==> src/rtl/io_fl_pkg.sv <==
// Shared word format for the float core output path: data/address widths and the FIFO entry.
package io_fl_pkg;

  localparam int unsigned NBMANT = 16;
  localparam int unsigned NBEXPO = 6;
  localparam int unsigned NUIOOU = 8;
  localparam int unsigned NBWORD = NBMANT + NBEXPO + 1;
  localparam int unsigned NBADDO = $clog2(NUIOOU);

  typedef struct packed {
    logic [NBADDO-1:0] addr;
    logic [NBWORD-1:0] data;
  } entry_t;

endpackage

==> src/rtl/io_fl_if.sv <==
// Core-write / peripheral-read bundle of the output FIFO, plus its flush and overflow controls.
interface io_fl_if #(
   parameter int unsigned FDEPTH = 8
);
   import io_fl_pkg::*;

   logic                      out_en;
   logic [NBWORD-1:0]         data_in;
   logic [NBADDO-1:0]         addr_in;
   logic                      m_valid;
   logic [NBWORD-1:0]         m_data;
   logic [NBADDO-1:0]         m_addr;
   logic                      m_ready;
   logic                      flush;
   logic                      ovf_clr;
   logic                      ovf;
   logic [$clog2(FDEPTH):0]   count;

   // Driven by the core/peripheral side.
   modport master (
      output out_en, data_in, addr_in, m_ready, flush, ovf_clr,
      input  m_valid, m_data, m_addr, ovf, count
   );

   // Implemented by the FIFO.
   modport slave (
      input  out_en, data_in, addr_in, m_ready, flush, ovf_clr,
      output m_valid, m_data, m_addr, ovf, count
   );
endinterface

==> src/rtl/fifo_mem_fl.sv <==
// Register-array storage: registered write port, combinational read port, cleared on reset.
module fifo_mem_fl #(
   parameter int unsigned Width = 8,
   parameter int unsigned Depth = 8,
   localparam int unsigned AddrW = $clog2(Depth)
) (
   input  logic             clk_i,
   input  logic             rst_i,
   input  logic             we_i,
   input  logic [AddrW-1:0] waddr_i,
   input  logic [Width-1:0] wdata_i,
   input  logic [AddrW-1:0] raddr_i,
   output logic [Width-1:0] rdata_o
);

   logic [Width-1:0] mem_q [Depth];
   logic [Width-1:0] mem_d [Depth];

   always_comb begin
      mem_d = mem_q;
      if (we_i) begin
         mem_d[waddr_i] = wdata_i;
      end
   end

   always_ff @(posedge clk_i or posedge rst_i) begin
      if (rst_i) begin
         for (int i = 0; i < Depth; i++) begin
            mem_q[i] <= '0;
         end
      end else begin
         mem_q <= mem_d;
      end
   end

   assign rdata_o = mem_q[raddr_i];

endmodule

==> src/rtl/io_out_fifo_fl.sv <==
// First-word fall-through output FIFO behind the float core; never stalls the core, drops
// writes when full and records that in a sticky overflow flag.
module io_out_fifo_fl
   import io_fl_pkg::*;
#(
   parameter int unsigned FDEPTH = 8  // power of two, >= 2
) (
   input  logic   clk,
   input  logic   rst,
   io_fl_if.slave bus
);

   localparam int unsigned PtrW = $clog2(FDEPTH);
   localparam int unsigned CntW = PtrW + 1;

   logic [PtrW-1:0] rd_ptr_q, rd_ptr_d;
   logic [PtrW-1:0] wr_ptr_q, wr_ptr_d;
   logic [CntW-1:0] count_q, count_d;
   logic            ovf_q, ovf_d;
   logic            push, pop, drop, not_empty;
   entry_t          wr_entry, rd_entry;

   assign not_empty = (count_q != '0);
   assign wr_entry  = '{addr: bus.addr_in, data: bus.data_in};

   always_comb begin
      pop  = not_empty & bus.m_ready;
      // A full FIFO still takes a write when the head leaves in the same cycle.
      push = bus.out_en & ((count_q < CntW'(FDEPTH)) | pop);
      drop = bus.out_en & ~push;

      rd_ptr_d = rd_ptr_q;
      wr_ptr_d = wr_ptr_q;
      count_d  = count_q;
      if (bus.flush) begin
         rd_ptr_d = '0;
         wr_ptr_d = '0;
         count_d  = '0;
      end else begin
         if (push) wr_ptr_d = wr_ptr_q + PtrW'(1);
         if (pop)  rd_ptr_d = rd_ptr_q + PtrW'(1);
         count_d = count_q + CntW'(push) - CntW'(pop);
      end

      // Set beats clear; flush leaves the flag alone.
      if (drop) begin
         ovf_d = 1'b1;
      end else if (bus.ovf_clr) begin
         ovf_d = 1'b0;
      end else begin
         ovf_d = ovf_q;
      end
   end

   always_ff @(posedge clk or posedge rst) begin
      if (rst) begin
         rd_ptr_q <= '0;
         wr_ptr_q <= '0;
         count_q  <= '0;
         ovf_q    <= 1'b0;
      end else begin
         rd_ptr_q <= rd_ptr_d;
         wr_ptr_q <= wr_ptr_d;
         count_q  <= count_d;
         ovf_q    <= ovf_d;
      end
   end

   fifo_mem_fl #(
      .Width ($bits(entry_t)),
      .Depth (FDEPTH)
   ) u_mem (
      .clk_i   (clk),
      .rst_i   (rst),
      .we_i    (push & ~bus.flush),
      .waddr_i (wr_ptr_q),
      .wdata_i (wr_entry),
      .raddr_i (rd_ptr_q),
      .rdata_o (rd_entry)
   );

   assign bus.m_valid = not_empty;
   assign bus.m_data  = rd_entry.data;
   assign bus.m_addr  = rd_entry.addr;
   assign bus.ovf     = ovf_q;
   assign bus.count   = count_q;

endmodule

==> src/flat_wrapper.sv <==
// flat-port wrapper written by rule: the top's interface ports become plain ports
module io_out_fifo_fl_flat import io_fl_pkg::*;
#(
   parameter int unsigned FDEPTH = 8                       
)
  (clk, rst, bus_out_en, bus_data_in, bus_addr_in, bus_m_ready, bus_flush, bus_ovf_clr, bus_m_valid, bus_m_data, bus_m_addr, bus_ovf, bus_count);
  io_fl_if #(.FDEPTH(FDEPTH)) bus_i ();
  input  logic clk;
  input  logic rst;
  input wire logic [$bits(bus_i.out_en)-1:0] bus_out_en;
  input wire logic [$bits(bus_i.data_in)-1:0] bus_data_in;
  input wire logic [$bits(bus_i.addr_in)-1:0] bus_addr_in;
  input wire logic [$bits(bus_i.m_ready)-1:0] bus_m_ready;
  input wire logic [$bits(bus_i.flush)-1:0] bus_flush;
  input wire logic [$bits(bus_i.ovf_clr)-1:0] bus_ovf_clr;
  output wire logic [$bits(bus_i.m_valid)-1:0] bus_m_valid;
  output wire logic [$bits(bus_i.m_data)-1:0] bus_m_data;
  output wire logic [$bits(bus_i.m_addr)-1:0] bus_m_addr;
  output wire logic [$bits(bus_i.ovf)-1:0] bus_ovf;
  output wire logic [$bits(bus_i.count)-1:0] bus_count;
  assign bus_i.out_en = bus_out_en;
  assign bus_i.data_in = bus_data_in;
  assign bus_i.addr_in = bus_addr_in;
  assign bus_i.m_ready = bus_m_ready;
  assign bus_i.flush = bus_flush;
  assign bus_i.ovf_clr = bus_ovf_clr;
  assign bus_m_valid = bus_i.m_valid;
  assign bus_m_data = bus_i.m_data;
  assign bus_m_addr = bus_i.m_addr;
  assign bus_ovf = bus_i.ovf;
  assign bus_count = bus_i.count;
  io_out_fifo_fl #(.FDEPTH(FDEPTH)) u_core (.clk(clk), .rst(rst), .bus(bus_i));
endmodule
==> config.mk <==
export PLATFORM = sky130hd
export DESIGN_NAME = io_out_fifo_fl_flat
export DESIGN_NICKNAME = d
export VERILOG_FILES = /design/src/rtl/io_fl_pkg.sv /design/src/rtl/io_fl_if.sv /design/src/rtl/fifo_mem_fl.sv /design/src/rtl/io_out_fifo_fl.sv /design/src/flat_wrapper.sv
export SDC_FILE = /design/constraint.sdc
export NUM_CORES = 1
export LEC_CHECK = 0
export ABC_AREA = 1
export CORE_MARGIN = 2
export CORE_UTILIZATION = 60
export DETAILED_ROUTE_END_ITERATION = 10
export GPL_TIMING_DRIVEN = 0
export PLACE_DENSITY = 0.91
export SLEW_MARGIN = 10
export SYNTH_ARGS = -nofsm -noshare
export SYNTH_HDL_FRONTEND = slang
export SYNTH_SLANG_ARGS = --single-unit
==> constraint.sdc <==
create_clock -name clk -period 9.3 [get_ports clk]
set_input_delay 0.93 -clock clk [delete_from_list [all_inputs] [get_ports clk]]
set_output_delay 0.93 -clock clk [all_outputs]
set_load 0.02 [all_outputs]
==> out/metrics.cfg <==
[synth]
synth_nets = 1498
synthesis.area_per_instance_sq_um = 7.80
synth_cell_types = 27
syn-cell-area_sq_um = 11400
ys_warn_count = 0
synth_top_cell_area_share_pct = 48.2
synth_largest_area_cell = sky130_fd_sc_hd__dfrtp_1
synth_sequential_area_ratio_pct = 48.2
netlist_instances = 1458
yosys_register_bits = 219
ys_top_cells_by_area = sky130_fd_sc_hd__dfrtp_1 48%, sky130_fd_sc_hd__nand2_1 17%, sky130_fd_sc_hd__nand4_1 11%, sky130_fd_sc_hd__o21ai_0 6.3%, sky130_fd_sc_hd__nor2_1 5.3%

[floorplanning]
die_area_sq_um = 20100
io_pins = 64
num_rows = 50
dieHeight_um = 142
die_x_um = 142
initial_utilization_pct = 61.0
core_region_area_sq_um = 18600

[power_and_ir_drop]
pwr_density_cell_nw_per_um2 = 293
leakagePower_nw = 6.74
peak_supply_drop_v = 0.000212

[route]
totalWireLength_mm = 39.1
via_count = 11867
post_drt_via_cell_ratio = 6.68
avgRoutedWirePerCell_um = 22.0
first_drt_pass_iteration_count = 8
detailedRoute.firstIterationViolations = 1953
drc = 0
detail-route-antenna-nets = 0

[layout]
stdcell_area_sq_um = 13000
layout-drive-gt1-share_pct = 10.9
final-seq-area_sq_um = 5480
num-fill-cells = 1456
instances_no_fill = 1776
mostFrequentLayoutCell = sky130_fd_sc_hd__nand2_1
finish.net_count = 1563
multi_input_gate_area_sq_um = 5090
flow.area_growth_from_synthesis_pct = 14.0
layout_common_cells = 505 x sky130_fd_sc_hd__nand2_1, 219 x sky130_fd_sc_hd__dfrtp_1, 208 x sky130_fd_sc_hd__nand4_1

[setup_path]
timing.critical_path.from_type = register
endpoint_kind = output port
crit_path_max_fanout = 10
rr_worst_depth = 11
timing_worst_setup_path_type = register to output port
cp.required_ns = 8.37
worst_ep_arrival_time_ns = 3.25

[sta]
clock.fmax_mhz = 239
final_clock_period_utilization_by_the_worst_path_pct = 44.9
grt_setup_unrepaired = false
relSlewSlack_pct = 43.4
fin_setup_tns_ns = 0
hold_viol_final = 0
finClkSkew_ns = 0.0100
maxSlewViolCount = 0
final_period_minus_worst_setup_slack_ns = 4.18
final_setup_violations = 0
tightest_slew_ns = 0.849

[placement]
placedCellCount = 1730
gpl.final_weighted_congestion = 1.01
dpl.hpwl_mm = 25.6
placement.io_buffers = 36
post_dp_cell_area_sq_um = 12100

[clock_network]
root_buffer = sky130_fd_sc_hd__clkbuf_16
cts_made_buffers = 25
cts.repair.resized = 0
clk_pin_slew_ns = 0.06
maximum_clock_insertion_buffer_count = 3
h-tree-depth = 1
cts_num_sinks = 219
clkLatencyLatePin_ns = 0.54
cts_tree = yes
cts.repair_timing.setup_buffer_count = 0
hold_buf_count_cts = 0

[global_route]
global_route.usage.total_pct = 39.1
overflow = 0
initial_antenna_violation_count = 0
grt_start_max_net_pins = 76
via_count_of_the_first_global_routing_pass = 11273
wire_length_of_the_first_global_routing_pass_mm = 60.9

[outcome]
status = finished clean

[worst_hold_path]
hold_path.class = register to register
worstHoldPathCells = 2

[flow_run]
max-cap-violations = 0

## registers in the layout, indices dropped and copies added, names as in the netlist
register            count
u_core.bus.ovf          1
u_core.bus.count        4
u_core.u_mem.mem_q    208
u_core.wr_ptr_q         3
u_core.rd_ptr_q         3
## synthesized netlist by cell type, drive strengths merged
library cell,instances
nand2,506
nand4,216
xnor2,1
a21oi,6
ha,7
clkbuf,52
dfrtp,219
clkinv,2
nand3,4
nor2,162
inv,16
fa,1
nor3,8
xor2,1
o22ai,1
buf,96
o21ai,160
## worst max-delay path, stage by stage (launching register included)
cell	delay (ns)
sky130_fd_sc_hd__dfrtp_1	0.40
sky130_fd_sc_hd__buf_2	0.16
sky130_fd_sc_hd__clkinv_1	0.14
sky130_fd_sc_hd__buf_2	0.25
sky130_fd_sc_hd__clkbuf_1	0.58
sky130_fd_sc_hd__o21ai_0	0.24
sky130_fd_sc_hd__o21ai_0	0.13
sky130_fd_sc_hd__nand2_1	0.11
sky130_fd_sc_hd__nand2_1	0.10
sky130_fd_sc_hd__clkdlybuf4s50_1	0.60
## routing by layer
metal | GRT usage, % | vias to the layer above | part of all wire [%]
li1 | - | 5010 | -
met1 | 51.1 | 5587 | 36
met2 | 59.5 | 1027 | 44
met3 | 9.52 | 243 | 14
met4 | 23.3 | 0 | 7.0
met5 | 0 | - | 0
## report_power, final
part,internal [W],switching [W],total (W)
sequential,0.00118,0.000131,0.00131
combinational,0.000490,0.000928,0.00142
clock,0.000653,0.000420,0.00107
## final cells by class
class,count,share of cell area [%]
Clock inverter,8,1.13
Inverter,18,0.598
Multi-Input combinational cell,1073,39.3
Buffer,148,5.62
Clock buffer,37,5.64
Sequential cell,219,42.3
Antenna cell,1,0.0193
Timing Repair Buffer,38,3.20
Tap cell,234,2.26
## through the flow
step           worst slack (ns)  total power, W  util [%]  hold slack (ns)
2_1_floorplan              2.38         0.00217         -            0.444
3_3_place_gp             -0.437         0.00262      64.5            0.456
3_5_place_dp               5.78         0.00267      64.8            0.461
4_1_cts                    5.21         0.00374      69.5            0.477
5_1_grt                    5.06         0.00397      69.5            0.492
6_report                   5.12         0.00380      69.5            0.476
## logic make-up after synthesis
family | after synthesis | share of synthesized area [%]
AOI/OAI and AO/OA | 167 | 7.36
xor gates and xnor gates | 2 | 0.154
adders and majority gates | 8 | 0.946
buffers and inverters | 166 | 7.02
DFF | 219 | 48.2
and+or+nand+nor | 896 | 36.3
## final timing paths
kind | startpoint | end | slack (ns)
max | u_core.rd_ptr_q[0] | bus_m_data[6] | 5.12
min | u_core.u_mem.mem_q[55] | u_core.u_mem.mem_q[55] | 0.48
max reg2reg | u_core.bus.count[3] | u_core.bus.count[1] | 6.52
min reg2reg | u_core.u_mem.mem_q[55] | u_core.u_mem.mem_q[55] | 0.48
max in group asynchronous | rst | u_core.u_mem.mem_q[82] | 7.28
min in group asynchronous | rst | u_core.u_mem.mem_q[199] | 0.84
Note: power is estimated with default switching activity, not from simulation.
